**src/rtl/nt_pkg.sv**
```systemverilog
`default_nettype none
// ============================================================================
// Module      : nt_pkg
// Description : Shared constants for the neurotransmitter level integrator:
//               channel indices, default channel count, level width, fast
//               step size, decay divider and the per-channel update action.
// Revision    : 1.0 - initial release
// ============================================================================
package nt_pkg;

  // Channel indices into the packed per-channel buses
  localparam int CORT = 0;
  localparam int DOP  = 1;
  localparam int GABA = 2;
  localparam int NE   = 3;
  localparam int SER  = 4;

  localparam int NT_NUM_CH      = 5;
  localparam int NT_LEVEL_W     = 8;
  localparam int NT_FAST_STEP   = 4;
  localparam int NT_DECAY_DIV   = 8;
  localparam int NT_PRESCALE_W  = 4;

  // What a channel does with its level on an update tick
  typedef enum logic [1:0] {
    ACT_HOLD  = 2'd0,
    ACT_UP    = 2'd1,
    ACT_DOWN  = 2'd2,
    ACT_DECAY = 2'd3
  } nt_act_e;

endpackage
`default_nettype wire

```
**src/rtl/nt_channel_integrator.sv**
```systemverilog
`default_nettype none
// ============================================================================
// Module      : nt_channel_integrator
// Description : One channel's level register with saturating step up/down and
//               homeostatic one-step decay toward the mid-scale baseline.
// Ports       : clk, rst_n   - clock, asynchronous active-low reset
//               i_upd        - update strobe (prescaler tick)
//               i_decay      - decay strobe (only meaningful with i_upd)
//               i_inc/i_dec  - increase / decrease request
//               i_fast       - select FAST_STEP instead of 1
//               o_level      - current level
// Revision    : 1.0 - initial release
// ============================================================================
module nt_channel_integrator
  import nt_pkg::*;
#(
  parameter int LEVEL_W   = NT_LEVEL_W,
  parameter int FAST_STEP = NT_FAST_STEP
) (
  input  logic               clk,
  input  logic               rst_n,
  input  logic               i_upd,
  input  logic               i_decay,
  input  logic               i_inc,
  input  logic               i_dec,
  input  logic               i_fast,
  output logic [LEVEL_W-1:0] o_level
);

  localparam int EXT_W = LEVEL_W + 1;
  localparam logic [EXT_W-1:0]   C_MAX  = {1'b0, {LEVEL_W{1'b1}}};
  localparam logic [EXT_W-1:0]   C_FAST = EXT_W'(FAST_STEP);
  localparam logic [EXT_W-1:0]   C_ONE  = EXT_W'(1);
  localparam logic [LEVEL_W-1:0] C_BASE = {1'b1, {(LEVEL_W-1){1'b0}}};

  logic [LEVEL_W-1:0] r_level;
  logic [EXT_W-1:0]   w_ext;
  logic [EXT_W-1:0]   w_step;
  logic [EXT_W-1:0]   w_sum;
  logic [LEVEL_W-1:0] w_up;
  logic [LEVEL_W-1:0] w_down;
  logic [LEVEL_W-1:0] w_next;
  nt_act_e            w_act;

  // One extra bit of headroom so level+step cannot wrap before clamping
  assign w_ext  = {1'b0, r_level};
  assign w_step = i_fast ? C_FAST : C_ONE;
  assign w_sum  = w_ext + w_step;
  assign w_up   = (w_sum > C_MAX) ? {LEVEL_W{1'b1}} : w_sum[LEVEL_W-1:0];
  assign w_down = (w_ext < w_step) ? '0 : (r_level - w_step[LEVEL_W-1:0]);

  always_comb begin
    w_act = ACT_HOLD;
    case ({i_inc, i_dec})
      2'b10:   w_act = ACT_UP;
      2'b01:   w_act = ACT_DOWN;
      2'b00:   w_act = i_decay ? ACT_DECAY : ACT_HOLD;
      default: w_act = ACT_HOLD;   // conflicting requests freeze the channel
    endcase
  end

  always_comb begin
    w_next = r_level;
    case (w_act)
      ACT_UP:   w_next = w_up;
      ACT_DOWN: w_next = w_down;
      ACT_DECAY: begin
        if (r_level > C_BASE)
          w_next = r_level - 1'b1;
        else if (r_level < C_BASE)
          w_next = r_level + 1'b1;
      end
      default:  w_next = r_level;
    endcase
  end

  always_ff @(posedge clk or negedge rst_n) begin
    if (!rst_n)
      r_level <= C_BASE;
    else if (i_upd)
      r_level <= w_next;
  end

  assign o_level = r_level;

endmodule
`default_nettype wire

```
**src/rtl/nt_multi_level_integrator.sv**
```systemverilog
`default_nettype none
// ============================================================================
// Module      : nt_multi_level_integrator
// Description : Multi-channel neurotransmitter level integrator. A shared
//               prescaler produces update ticks; a decay counter marks every
//               DECAY_DIV-th tick for homeostatic drift toward baseline.
// Ports       : clk, rst_n   - clock, asynchronous active-low reset
//               i_ena        - global enable, low freezes all state
//               i_prescale   - tick every i_prescale+1 enabled cycles
//               i_inc/i_dec  - per-channel increase / decrease requests
//               i_fast       - per-channel fast step select
//               o_level      - packed levels, channel c at [c*LEVEL_W +: LEVEL_W]
//               o_level_q    - packed top two level bits, channel c at [2c +: 2]
//               o_sat_hi/lo  - level at full scale / zero
//               o_tick       - high in the cycle the updated levels appear
// Revision    : 1.0 - initial release
// ============================================================================
module nt_multi_level_integrator
  import nt_pkg::*;
#(
  parameter int NUM_CH     = NT_NUM_CH,
  parameter int LEVEL_W    = NT_LEVEL_W,
  parameter int PRESCALE_W = NT_PRESCALE_W,
  parameter int FAST_STEP  = NT_FAST_STEP,
  parameter int DECAY_DIV  = NT_DECAY_DIV
) (
  input  logic                      clk,
  input  logic                      rst_n,
  input  logic                      i_ena,
  input  logic [PRESCALE_W-1:0]     i_prescale,
  input  logic [NUM_CH-1:0]         i_inc,
  input  logic [NUM_CH-1:0]         i_dec,
  input  logic [NUM_CH-1:0]         i_fast,
  output logic [NUM_CH*LEVEL_W-1:0] o_level,
  output logic [NUM_CH*2-1:0]       o_level_q,
  output logic [NUM_CH-1:0]         o_sat_hi,
  output logic [NUM_CH-1:0]         o_sat_lo,
  output logic                      o_tick
);

  localparam int DCNT_W = (DECAY_DIV > 1) ? $clog2(DECAY_DIV) : 1;
  localparam logic [DCNT_W-1:0] C_DCNT_LAST = DCNT_W'(DECAY_DIV - 1);

  logic [PRESCALE_W-1:0] r_pcnt;
  logic [DCNT_W-1:0]     r_dcnt;
  logic                  r_tick;
  logic                  w_tick;
  logic                  w_decay;
  logic [LEVEL_W-1:0]    w_lvl [NUM_CH];

  // ">=" rather than "==" so that lowering the prescale below the running
  // count fires on the next enabled cycle instead of waiting for a wrap.
  assign w_tick  = i_ena && (r_pcnt >= i_prescale);
  assign w_decay = w_tick && (r_dcnt == C_DCNT_LAST);

  always_ff @(posedge clk or negedge rst_n) begin
    if (!rst_n) begin
      r_pcnt <= '0;
      r_dcnt <= '0;
      r_tick <= 1'b0;
    end else begin
      r_tick <= w_tick;
      if (w_tick) begin
        r_pcnt <= '0;
        r_dcnt <= (r_dcnt == C_DCNT_LAST) ? '0 : r_dcnt + DCNT_W'(1);
      end else if (i_ena) begin
        r_pcnt <= r_pcnt + PRESCALE_W'(1);
      end
    end
  end

  // Registered so the output carries no combinational path from i_ena/i_prescale
  assign o_tick = r_tick;

  for (genvar c = 0; c < NUM_CH; c++) begin : g_ch
    nt_channel_integrator #(
      .LEVEL_W   (LEVEL_W),
      .FAST_STEP (FAST_STEP)
    ) u_chan (
      .clk     (clk),
      .rst_n   (rst_n),
      .i_upd   (w_tick),
      .i_decay (w_decay),
      .i_inc   (i_inc[c]),
      .i_dec   (i_dec[c]),
      .i_fast  (i_fast[c]),
      .o_level (w_lvl[c])
    );

    assign o_level[c*LEVEL_W +: LEVEL_W] = w_lvl[c];
    assign o_level_q[2*c +: 2]           = w_lvl[c][LEVEL_W-1 -: 2];
    assign o_sat_hi[c]                   = &w_lvl[c];
    assign o_sat_lo[c]                   = ~|w_lvl[c];
  end

endmodule
`default_nettype wire

```
**config.mk**
```make
export PLATFORM = sky130hd
export DESIGN_NAME = nt_multi_level_integrator
export DESIGN_NICKNAME = d
export VERILOG_FILES = /design/src/rtl/nt_pkg.sv /design/src/rtl/nt_channel_integrator.sv /design/src/rtl/nt_multi_level_integrator.sv
export SDC_FILE = /design/constraint.sdc
export NUM_CORES = 1
export LEC_CHECK = 0
export CORE_ASPECT_RATIO = 0.9
export CORE_MARGIN = 4
export CORE_UTILIZATION = 60
export DETAILED_ROUTE_END_ITERATION = 6
export PLACE_DENSITY = 0.92
export SLEW_MARGIN = 25
export SYNTH_ARGS = -nofsm -noshare
export SYNTH_HDL_FRONTEND = slang
export SYNTH_SLANG_ARGS = --single-unit
```
**constraint.sdc**
```tcl
create_clock -name clk -period 5.6 [get_ports clk]
set_input_delay 0.84 -clock clk [delete_from_list [all_inputs] [get_ports clk]]
set_output_delay 0.84 -clock clk [all_outputs]
set_load 0.03 [all_outputs]
```
# Word level (Yosys, flattened, before mapping)
# Index checks and enable logic that the tools add are counted.
# totals
register_bits	48
in_bits	22
output_inout_bits	61
word_cells	154
# classes
n_addsub	22
magnitude_cmp	21
eq_ne	31
muxes	39
n_reduce_logical	33
# ops
op	count
8-bit two-way mux	20
8-bit one-hot mux with 3 select lines	5
8-bit by 9-bit adder with 9-bit output	5
9-bit by 8-bit greater-than comparator with 1-bit output (second input constant)	5
8-bit by 9-bit < comparator with 1-bit output	5
8-bit by 1-bit adder with 8-bit output (second input constant)	5
8-bit greater-than comparator (second input constant)	5
8-bit < comparator (second input constant)	5
8-bit AND reduction	5
8-bit OR reduction	5
8-bit by 1-bit subtractor with 8-bit output (second input constant)	5
8-bit subtractor	5
2-bit == test (second input constant)	15
2-bit one-hot mux with 3 select lines	5
2-bit by 1-bit == test with 1-bit output (second input constant)	10
3-bit two-way mux	6
3-bit by 1-bit != test with 1-bit output (second input constant)	5
3-bit AND reduction	5
3-bit nonzero test	5
2-bit zero test	5
4-bit two-way mux	2
1-bit zero test	5
4-bit by 1-bit adder with 4-bit output (second input constant)	1
4-bit greater-or-equal comparator	1
5 further kinds	6

# Depth between registers and ports, before layout
# depth
word_depth	8
depth_mapped	13
ltp_nobuf	12

# Hierarchy
# From an unflattened synthesis, not the netlist that was laid out.
# unflattened
cells_unflattened	956
area_unflattened_um2	7419.6
# modules_own_cells
mod	instances	cells_per_inst	area_each_um2	seq_area_each_um2
nt_channel_integrator (g_ch[0].u_chan ...)	4	177	1336.3	201.4
nt_channel_integrator (g_ch[2].u_chan)	1	162	1317.5	201.4
nt_multi_level_integrator	1	86	757.0	200.2

# Worst setup path after synthesis
# OpenSTA, ideal clock, no wires.
# synth_path
path_kind	flip-flop to flip-flop
from	reg g_ch[3].u_chan.r_level[5]
to	reg g_ch[3].u_chan.r_level[6]
setup_time_ns	0.121
arrival_ns	3.184
required_ns	5.479
setup_slack_ns	2.295
path_stages_with_launch	13
path_buffers	1
synth_period_minus_slack_ns	3.305
path_cell_list	dfrtp_1 -> clkbuf_1 -> or4_1 -> nor4_2 -> nor2b_1 -> ha_1 -> nor2b_1 -> nor3_1 -> o21bai_1 -> a21oi_1 -> xnor2_1 -> a221o_1 -> a22o_1
# synth_via
elab_chain_cells	4
elab_cells_between_ends	15
cone_classes	4 x add/sub; 4 x order compare; 1 x eq/ne; 5 x mux; 1 x reduce/logical
# synth_lines
element	line	source
from (decl)	nt_channel_integrator.sv:36	logic [LEVEL_W-1:0] r_level;
from (signal assigned)	nt_channel_integrator.sv:81	r_level <= w_next;
8-bit by 9-bit adder with 9-bit output / 8-bit by 1-bit adder with 8-bit output (equally long branches)	nt_channel_integrator.sv:48, nt_channel_integrator.sv:71	
9-bit by 8-bit greater-than comparator with 1-bit output / 8-bit two-way mux (equally long branches)	nt_channel_integrator.sv:49, nt_channel_integrator.sv:70	
8-bit two-way mux (on tied branches)	nt_channel_integrator.sv:49, nt_channel_integrator.sv:68	
8-bit one-hot mux with 3 select lines	nt_channel_integrator.sv:64	case (w_act)
# Several ways; a longest one is shown, not always the timed one. The select of a mux whose other input is x is not followed.
# A chain may end at the register's enable or synchronous reset.

# Worst setup path in the final report
# layout_path
from	reg g_ch[1].u_chan.r_level[6]
to	out o_sat_lo[1]
# layout_via
elab_chain_cells	2
# layout_lines
element	line	source
from (decl)	nt_channel_integrator.sv:36	
from (signal assigned)	nt_channel_integrator.sv:81	
8-bit OR reduction	nt_multi_level_integrator.sv:93	assign o_sat_lo[c] = ~|w_lvl[c];
1-bit zero test	nt_multi_level_integrator.sv:93	
to (decl)	nt_multi_level_integrator.sv:37	output logic [NUM_CH-1:0] o_sat_lo,
# Every way passes these cells.

==> impl_results.md <==
- Status: complete, no violations
- Post-synth EDFFs: 0
- Pre-Repair DR Iteration Count: 5
- Sequential-to-total area share from yosys stat: 19.3%
- CTS Buffer Depth: 2
- Cells after Synth: 818
- CTS tree: yes
- Vias: 6407
- Hold-fix buffers at CTS: 0
- Tot Pwr: 4.31 mW
- Finished Core Util: 69.7%
- Routed Antenna Nets: 0
- H-tree depth: 2
- Die W: 116 µm
- Max Clock Freq: 0.268 GHz
- First-pass GRT wire length: 27700 µm
- Total negative setup slack: 0 ps
- Post-route cell area: 7110 µm²
- Clk_lat worst skew: 290 ps
- Slew Limit Headroom: 42.3%
- GRT Total Usage: 26.9%
- Post-DP HPWL: 12400 µm
- Initial antenna violation count: 0
- Mean Syn Cell Area: 7.66 µm²
- Most frequent cells in the layout: 81 x clkdlybuf4s50_1, 71 x nor2_1, 58 x o21ai_0, 58 x ha_1, 57 x a21oi_1
- Worst-Margin Slew: 859 ps
- Overflow after GRT: 0
- Nets: 939
- CP Capture Type: output port
- Core area: 10200 µm²
- Seq cells post-synth: 48
- Buffers added on ports: 82
- CTS buffer count: 5
- Worst path cell trace: or4_4 > nor4_1 > nor2b_1 > clkdlybuf4s50_1
- Vias per cell: 6.51
- Share of layout cells above drive strength 1: 4.09%
- Synthesized cell area: 6270 µm²
- # rows: 35
- Largest net degree at the start of global routing: 49
- Post-Syn Nets: 903
- YS warnings: 0
- Postcts setup bufs: 0
- Biggest area consumer among synthesized cells: dfrtp_1
- GP Congestion: 0.938
- Tmin final: 3740 ps
- MaxCap Viol Count: 0
- I/O Pins: 83
- CP max stage delay: 670 ps
- Hold slack final: 494 ps
- Setup violations, final: 0
- RSZ-0062 raised after global routing: no
- Post-route clock period utilization: 66.8%
- Synth top area share: 17.2%
- Critical Path Fanout Max: 15
- Leading cell type in the layout, fill and taps excluded: clkdlybuf4s50_1
- Max-slew violations: 0
- Detailed Route WL: 16600 µm
- Worst-path clk slew: 60 ps
- Synth top area cells: dfrtp_1 17%, ha_1 12%, o21ai_0 4.6%
- Final hold violations: 0
- Pleak: 2.92 nW
- Routed wire length per instance: 16.9 µm
- Die height: 105 µm
- DIE AREA: 12100 µm²
- Sink count of the clock tree: 48
- Drc violations: 0
- Dpl cell area: 6940 µm²
- Vias in the first global route: 5835
- Arr. time, crit path: 2900 ps
- CTS root buffer: clkbuf_16
- Worst Hold Class: reg2reg
- P&R area growth vs syn: 13.4%
- Crit path launch type: flip-flop
- # diodes: 0
- Initial Utilization: 61.4%
- Iteration-0 DRC Markers: 655
- Ys flop type: dfrtp_1
- Peak VDD IR: 363 µV
- Slowest-stage cell, CP: clkdlybuf4s50_1
- CTS resizes: 0
- Ys async rst share: 100%
- Worst Path Required: 4760 ps
- Post-synth cell types: 79
- Crit Path Class: reg2out
- Skew final: 8.65 ps
- Pwr dens: 607 nW/µm²
## final cells by class
class | count | area [µm²]
Inverter | 44 | 165
Tap cell | 129 | 161
Fill cell | 860 | 3100
Timing Repair Buffer | 83 | 823
Multi-Input combinational cell | 672 | 4590
Sequential cell | 48 | 1210
Clock inverter | 2 | 35.0
Clock buffer | 6 | 129
## Yosys cell counts (5+ instances only)
cell / count
nor2_1: 71
a211oi_1: 18
mux2i_1: 5
nand2_1: 56
o22ai_1: 23
buf_2: 5
xor2_1: 17
a21o_1: 23
a21oi_1: 57
o31ai_1: 8
nand4_1: 10
o221ai_1: 7
o21bai_1: 8
dfstp_2: 5
nor2b_1: 21
o21a_1: 6
buf_4: 10
o21ai_0: 58
clkbuf_8: 5
or3_1: 11
fa_1: 5
nor3_1: 49
nand2b_1: 16
inv_1: 43
a311oi_1: 7
clkbuf_1: 29
ha_1: 58
xnor2_1: 23
nand3_1: 20
dfrtp_1: 43
a31oi_1: 13
o211ai_1: 6
## kinds of logic after synthesis
family                     share of synthesized area (%)
and+or+nand+nor                                     22.0
adders and majority gates                           13.2
AOI/OAI and AO/OA                                   31.1
xor gates and xnor gates                            5.59
buffers and inverters                               7.70
DFF                                                 19.3
muxes                                               1.16
## per-stage QoR
| step | std cells | worst slack, ps |
|---|---|---|
| floorplan | 818 | 2290 |
| finish | 984 | 1860 |
| detailed placement | 976 | 1880 |
| CTS | 984 | 1870 |
| global route | 984 | 1670 |
| global placement | 976 | 1950 |
## path summary, 6_finish.rpt
path / startpoint / slack (ps) / cells past startpoint / to
setup / recovery: g_ch[1].u_chan.o_level[6]$_DFFE_PN0P_ / 1860 / 4 / o_sat_lo[1]
hold / removal: r_pcnt[3]$_DFFE_PN0P_ / 490 / 1 / r_pcnt[3]$_DFFE_PN0P_
setup reg to reg: g_ch[3].u_chan.o_level[4]$_DFFE_PN0P_ / 2010 / 11 / g_ch[3].u_chan.o_level[6]$_DFFE_PN0P_
hold reg to reg: r_pcnt[3]$_DFFE_PN0P_ / 490 / 1 / r_pcnt[3]$_DFFE_PN0P_
max in group asynchronous: rst_n / 4520 / 2 / g_ch[1].u_chan.o_level[6]$_DFFE_PN0P_
min in group asynchronous: rst_n / 630 / 2 / g_ch[3].u_chan.o_level[2]$_DFFE_PN0P_
## worst max-delay path: cells and delay by family, from the launching register on
kind | cells | cell delay (ps)
and+or+nand+nor | 3 | 1360
DFF | 1 | 570
buffers and inverters | 1 | 670
## routing by layer
layer | vias up | wire length, µm | GRT usage [%]
li1 | 3103 | - | -
met1 | 2981 | 7510 | 39.8
met2 | 292 | 7590 | 42.1
met3 | 31 | 1280 | 2.90
met4 | 0 | 247 | 6.05
met5 | - | 0 | 0
## registers in the layout, summed over array words and instances, names as in the netlist
signal               cells
g_ch.u_chan.o_level     40
r_pcnt                   4
r_dcnt                   3
o_tick                   1
## power by group
group / internal, mW / switching [mW] / total (mW)
clock network: 0.210 / 0.131 / 0.341
registers: 0.515 / 0.493 / 1.01
logic: 1.28 / 1.68 / 2.96
total: 2.01 / 2.30 / 4.31
Note: power is estimated with default switching activity, not from simulation.
